### src/rtl/arm_cond_pkg.sv
// Shared ARM condition-code encodings, NZCV bit positions and hazard FSM states.
package arm_cond_pkg;

   typedef enum logic [3:0] {
      COND_EQ = 4'h0, COND_NE = 4'h1, COND_CS = 4'h2, COND_CC = 4'h3,
      COND_MI = 4'h4, COND_PL = 4'h5, COND_VS = 4'h6, COND_VC = 4'h7,
      COND_HI = 4'h8, COND_LS = 4'h9, COND_GE = 4'hA, COND_LT = 4'hB,
      COND_GT = 4'hC, COND_LE = 4'hD, COND_AL = 4'hE, COND_NV = 4'hF
   } cond_e;

   localparam int FLAG_N = 3;
   localparam int FLAG_Z = 2;
   localparam int FLAG_C = 1;
   localparam int FLAG_V = 0;

   typedef enum logic [1:0] {
      ST_RUN   = 2'd0,
      ST_PEND  = 2'd1,
      ST_STALL = 2'd2
   } state_e;

   // AL and NV never look at the flags, so they can issue past pending writers.
   function automatic logic cond_is_flag_dep(input logic [3:0] cond);
      return !((cond == COND_AL) || (cond == COND_NV));
   endfunction

endpackage

### src/rtl/flag_hazard_ctrl_cond_eval.sv
// Combinational ARM condition evaluator: cond + NZCV -> pass.
module cond_eval
   import arm_cond_pkg::*;
(
   input  logic [3:0] cond,
   input  logic [3:0] flags,
   output logic       pass
);

   logic n, z, c, v;

   assign n = flags[FLAG_N];
   assign z = flags[FLAG_Z];
   assign c = flags[FLAG_C];
   assign v = flags[FLAG_V];

   // Decode the condition field against the selected flag source.
   always_comb begin
      pass = 1'b1;
      case (cond)
         COND_EQ: pass = z;
         COND_NE: pass = ~z;
         COND_CS: pass = c;
         COND_CC: pass = ~c;
         COND_MI: pass = n;
         COND_PL: pass = ~n;
         COND_VS: pass = v;
         COND_VC: pass = ~v;
         COND_HI: pass = c & ~z;
         COND_LS: pass = ~c | z;
         COND_GE: pass = (n == v);
         COND_LT: pass = (n != v);
         COND_GT: pass = ~z & (n == v);
         COND_LE: pass = z | (n != v);
         default: pass = 1'b1;
      endcase
   end

endmodule

### src/rtl/flag_hazard_ctrl.sv
// Decode-stage flag hazard control: tracks outstanding flag writers, forwards
// execute flags when exactly one is in flight, and stalls dependent issue.
module flag_hazard_ctrl
   import arm_cond_pkg::*;
#(
   parameter int MAX_PEND = 3
) (
   input  logic       clk,
   input  logic       rst,
   input  logic       id_valid,
   input  logic [3:0] id_cond,
   input  logic       id_set_flags,
   input  logic       ex_flag_we,
   input  logic [3:0] ex_flags,
   input  logic       flush,
   output logic       id_ready,
   output logic       ex_valid,
   output logic       ex_exec,
   output logic [3:0] flags_q,
   output logic [1:0] pend_cnt,
   output logic       err
);

   localparam logic [1:0] MAX_PEND_C = 2'(MAX_PEND);

   state_e     state_q, state_d;
   logic [1:0] pend_cnt_q, pend_cnt_d;
   logic [3:0] flags_d;
   logic       ex_valid_q, ex_valid_d;
   logic       ex_exec_q, ex_exec_d;
   logic       err_q, err_d;

   logic       flag_dep, src_ok, cond_pass;
   logic       stall_dep, stall_full, stall;
   logic       issue, cnt_inc, cnt_dec;
   logic [3:0] src_flags;

   // Pick the flags a dependent instruction should see: architectural when
   // nothing is pending, the execute result when the only writer commits now.
   always_comb begin
      flag_dep  = cond_is_flag_dep(id_cond);
      src_ok    = (pend_cnt_q == 2'd0) || ((pend_cnt_q == 2'd1) && ex_flag_we);
      src_flags = (pend_cnt_q == 2'd0) ? flags_q : ex_flags;
   end

   cond_eval u_cond_eval (
      .cond  (id_cond),
      .flags (src_flags),
      .pass  (cond_pass)
   );

   // Issue decision; flush and reset both block acceptance outright.
   always_comb begin
      stall_dep  = id_valid && flag_dep && !src_ok;
      stall_full = id_valid && id_set_flags && (pend_cnt_q == MAX_PEND_C) && !ex_flag_we;
      stall      = stall_dep || stall_full;
      issue      = id_valid && !flush && !stall && !rst;
      id_ready   = issue;
      // A setter whose condition fails writes no flags, so it is not counted.
      cnt_inc    = issue && id_set_flags && cond_pass;
      cnt_dec    = ex_flag_we && (pend_cnt_q != 2'd0);
   end

   // Next values for the counter, flags, execute handoff and error flag.
   always_comb begin
      pend_cnt_d = pend_cnt_q + {1'b0, cnt_inc} - {1'b0, cnt_dec};
      if (flush) pend_cnt_d = 2'd0;
      flags_d    = ex_flag_we ? ex_flags : flags_q;
      ex_valid_d = issue;
      ex_exec_d  = issue && cond_pass;
      err_d      = err_q || (ex_flag_we && (pend_cnt_q == 2'd0) && !flush);
   end

   // FSM next state; RUN/PEND follow the counter, STALL mirrors a held issue.
   always_comb begin
      state_e settle;
      settle  = (pend_cnt_d == 2'd0) ? ST_RUN : ST_PEND;
      state_d = state_q;
      case (state_q)
         ST_RUN:   state_d = stall ? ST_STALL : settle;
         ST_PEND:  state_d = stall ? ST_STALL : settle;
         ST_STALL: state_d = stall ? ST_STALL : settle;
         default:  state_d = ST_RUN;
      endcase
      if (flush) state_d = ST_RUN;
   end

   // State registers with asynchronous reset.
   always_ff @(posedge clk or posedge rst) begin
      if (rst) begin
         state_q    <= ST_RUN;
         pend_cnt_q <= 2'd0;
         flags_q    <= 4'd0;
         ex_valid_q <= 1'b0;
         ex_exec_q  <= 1'b0;
         err_q      <= 1'b0;
      end else begin
         state_q    <= state_d;
         pend_cnt_q <= pend_cnt_d;
         flags_q    <= flags_d;
         ex_valid_q <= ex_valid_d;
         ex_exec_q  <= ex_exec_d;
         err_q      <= err_d;
      end
   end

   assign pend_cnt = pend_cnt_q;
   assign ex_valid = ex_valid_q;
   assign ex_exec  = ex_exec_q;
   assign err      = err_q;

endmodule

### config.mk
export PLATFORM = sky130hd
export DESIGN_NAME = flag_hazard_ctrl
export DESIGN_NICKNAME = d
export VERILOG_FILES = /design/src/rtl/arm_cond_pkg.sv /design/src/rtl/flag_hazard_ctrl_cond_eval.sv /design/src/rtl/flag_hazard_ctrl.sv
export SDC_FILE = /design/constraint.sdc
export NUM_CORES = 1
export LEC_CHECK = 0
export CAP_MARGIN = 20
export CORE_MARGIN = 2
export CORE_UTILIZATION = 46
export DETAILED_ROUTE_END_ITERATION = 12
export HOLD_SLACK_MARGIN = 0.15
export PLACE_DENSITY_LB_ADDON = 0.25
export SYNTH_ARGS = -nofsm -noshare
export SYNTH_HDL_FRONTEND = slang
export SYNTH_SLANG_ARGS = --single-unit
### constraint.sdc
create_clock -name clk -period 4.06 [get_ports clk]
set_input_delay 1.015 -clock clk [delete_from_list [all_inputs] [get_ports clk]]
set_output_delay 1.015 -clock clk [all_outputs]
set_load 0.005 [all_outputs]
==> flow_metrics.env <==
export IMPL_syn_area_um2=672
export IMPL_netlist_instances=66
export IMPL_cts_root_buf="clkbuf_4"
export IMPL_dp_hpwl_mm=1.14
export IMPL_die_x_um=42.2
export IMPL_overflow=0
export IMPL_drt_drc_violations_left=0
export IMPL_mostFrequentLayoutCell="clkdlybuf4s50_1"
export IMPL_avgSynthCellArea_um2=10.2
export IMPL_die_area_um2=1780
export IMPL_cp_start_kind="primary input"
export IMPL_maxSlewHeadroom_pct=73.3
export IMPL_fin_setup_tns_ns=0
export IMPL_total_leakage_power_nw=0.403
export IMPL_cts_hold_buf=0
export IMPL_max_cap_viol_count=0
export IMPL_endpoint_kind="output pin"
export IMPL_place_area_um2=902
export IMPL_skew_ns=0.00295
export IMPL_power_density_nw_per_um2=378
export IMPL_grt_use_met2_pct=28.0
export IMPL_syn2layout_area_growth_pct=38.2
export IMPL_synth_cell_types=37
export IMPL_diodes=0
export IMPL_grt_util_met3_pct=7.33
export IMPL_place_gp_congestion=0.809
export IMPL_clockBufferDepth=2
export IMPL_finish_instance_area_um2=928
export IMPL_antenna_found_initial=0
export IMPL_synth_warnings=0
export IMPL_rsz0062_at_grt="false"
export IMPL_post_route_period_util_pct=95.7
export IMPL_clock_sinks=9
export IMPL_grt_max_degree=11
export IMPL_syn_nets=82
export IMPL_setup_violations=0
export IMPL_final_cell_mix="clkdlybuf4s50_1 (23), dfrtp_1 (9), inv_1 (6)"
export IMPL_nets=108
export IMPL_num_vias=617
export IMPL_drtIter0Drc=9
export IMPL_cts_tree="built"
export IMPL_drive_above_1_share_pct=16.5
export IMPL_detailedPlace_worstSlack_ns=0.190
export IMPL_core_area_um2=1330
export IMPL_wl_mm=1.51
export IMPL_grt_pass1_vias=559
export IMPL_cts_setup_buffers=0
export IMPL_via_per_inst=5.82
export IMPL_ys_seq_elements=9
export IMPL_cts_resized=0
export IMPL_rows=13
export IMPL_cts_clk_slew_worst_paths_ns=0.06
export IMPL_worst_pin_slew_ns=0.396
export IMPL_hp_class="reg -> reg"
export IMPL_yosysTopAreaCell="dfrtp_1"
export IMPL_peakVddDrop_mv=0.280
export IMPL_criticalPathCategory="in -> out"
export IMPL_initial_utilization_pct=50.4
export IMPL_critPathMaxFanout=6
export IMPL_slew_violations=0
export IMPL_cts_htree_levels=1
export IMPL_routedWlPerCell_um=14.2
export IMPL_port_buffers=23
export IMPL_busiest_layer="met2"
export IMPL_fin_crit_ns=3.88
export IMPL_seq_area_frac_synth_pct=33.5
export IMPL_grt_usage_pct=18.1
export IMPL_io_pin_count=24
export IMPL_required_ns=3.04
export IMPL_grt_pass1_wl_mm=2.46
export IMPL_ant_nets=0
export IMPL_finalHoldViolations=0
export IMPL_layout_setup_ws_ns=0.175
export IMPL_cts_made_buffers=3
export IMPL_synthTopCellsByArea="dfrtp_1 (34%), mux2_2 (6.7%), o21a_1 (4.5%)"
export IMPL_fmax_mhz=257
export IMPL_clock_latency_ns=0.27
export IMPL_yosysTopAreaCellShare_pct=33.5
export IMPL_use_met1_pct=23.0
export IMPL_status="finished clean"
export IMPL_drt_pass1_iter_count=4
export IMPL_die_h_um=42.2
export IMPL_critPathArrivalTime_ns=2.87
[power by group]
part / leakage [nW] / switching (mW) / internal (mW)
Sequential: 0.110 / 0.0222 / 0.100
Clock: 0.0150 / 0.0336 / 0.0380
Combinational: 0.278 / 0.0686 / 0.0886
[sequential cells by signal, indices dropped and copies added, names as in the netlist]
name and cells:
flags_q 4, pend_cnt 2, err 1, ex_exec 1
ex_valid 1
[cells by family after synthesis]
family	count (synthesis)	share of synthesized area, %
compound gates	23	27.9
simple gates	13	12.8
buf+inv	9	7.26
flops	9	33.5
xor+xnor	5	6.52
mux	5	8.19
fa+ha+maj	2	3.72
[worst max-delay path, stage by stage]
cell             delay, ns
clkdlybuf4s50_1       0.58
nand3_1               0.14
a2111oi_0             0.40
o31a_2                0.24
clkdlybuf4s50_1       0.50
[path summary, 6_finish.rpt]
check	from	endpoint	slack, ns	cells past startpoint
setup / recovery	id_cond[1]	id_ready	0.18	5
hold / removal	err	err	0.47	1
setup reg to reg	pend_cnt[1]	pend_cnt[0]	1.39	9
hold reg to reg	err	err	0.47	1
max in group asynchronous	rst	flags_q[1]	2.74	2
min in group asynchronous	rst	ex_exec	1.06	2
[per-layer routing]
metal  vias up  share of wire (%)
met5         -                  0
met4         0               0.66
met3         4                6.9
met2        21                 48
met1       290                 44
li1        302                  -
[stage by stage]
| step | cells | power [mW] | utilization, % | hold slack [ns] |
|---|---|---|---|---|
| 2_1_floorplan | 66 | 0.228 | - | 0.466 |
| 3_3_place_gp | 102 | 0.278 | 67.6 | 0.450 |
| 3_5_place_dp | 102 | 0.282 | 67.6 | 0.460 |
| 4_1_cts | 106 | 0.356 | 69.6 | 0.474 |
| 5_1_grt | 106 | 0.378 | 69.6 | 0.502 |
| 6_report | 106 | 0.351 | 69.6 | 0.471 |
[layout make-up]
cell class	count	area [um^2]
multi-input cells	48	398
well taps	15	18.8
fillers	111	405
clock buffers	4	26.3
inverters	6	22.5
repair buffers	24	238
flip-flops and latches	9	225
[synthesized netlist by cell type (all sizes together)]
| master | count |
|---|---|
| or2 | 1 |
| a2111o | 2 |
| o31a | 1 |
| nand4 | 2 |
| o21a | 4 |
| mux2i | 1 |
| nor2 | 3 |
| o21ai | 2 |
| a21oi | 1 |
| a21o | 2 |
| or3b | 1 |
| a2111oi | 1 |
| a31oi | 1 |
| ha | 2 |
| or4b | 1 |
| dfrtp | 9 |
| o41ai | 1 |
| o21bai | 1 |
| buf | 2 |
| xor2 | 2 |
| nand3 | 1 |
| o211a | 1 |
| a32oi | 1 |
| inv | 6 |
| nor2b | 2 |
| a221oi | 1 |
| or2b | 1 |
| clkbuf | 1 |
| mux2 | 4 |
| o211ai | 1 |
| xnor2 | 3 |
| nand2 | 1 |
| a211o | 1 |
| a31o | 1 |
| a41o | 1 |
Note: power is estimated with default switching activity, not from simulation.
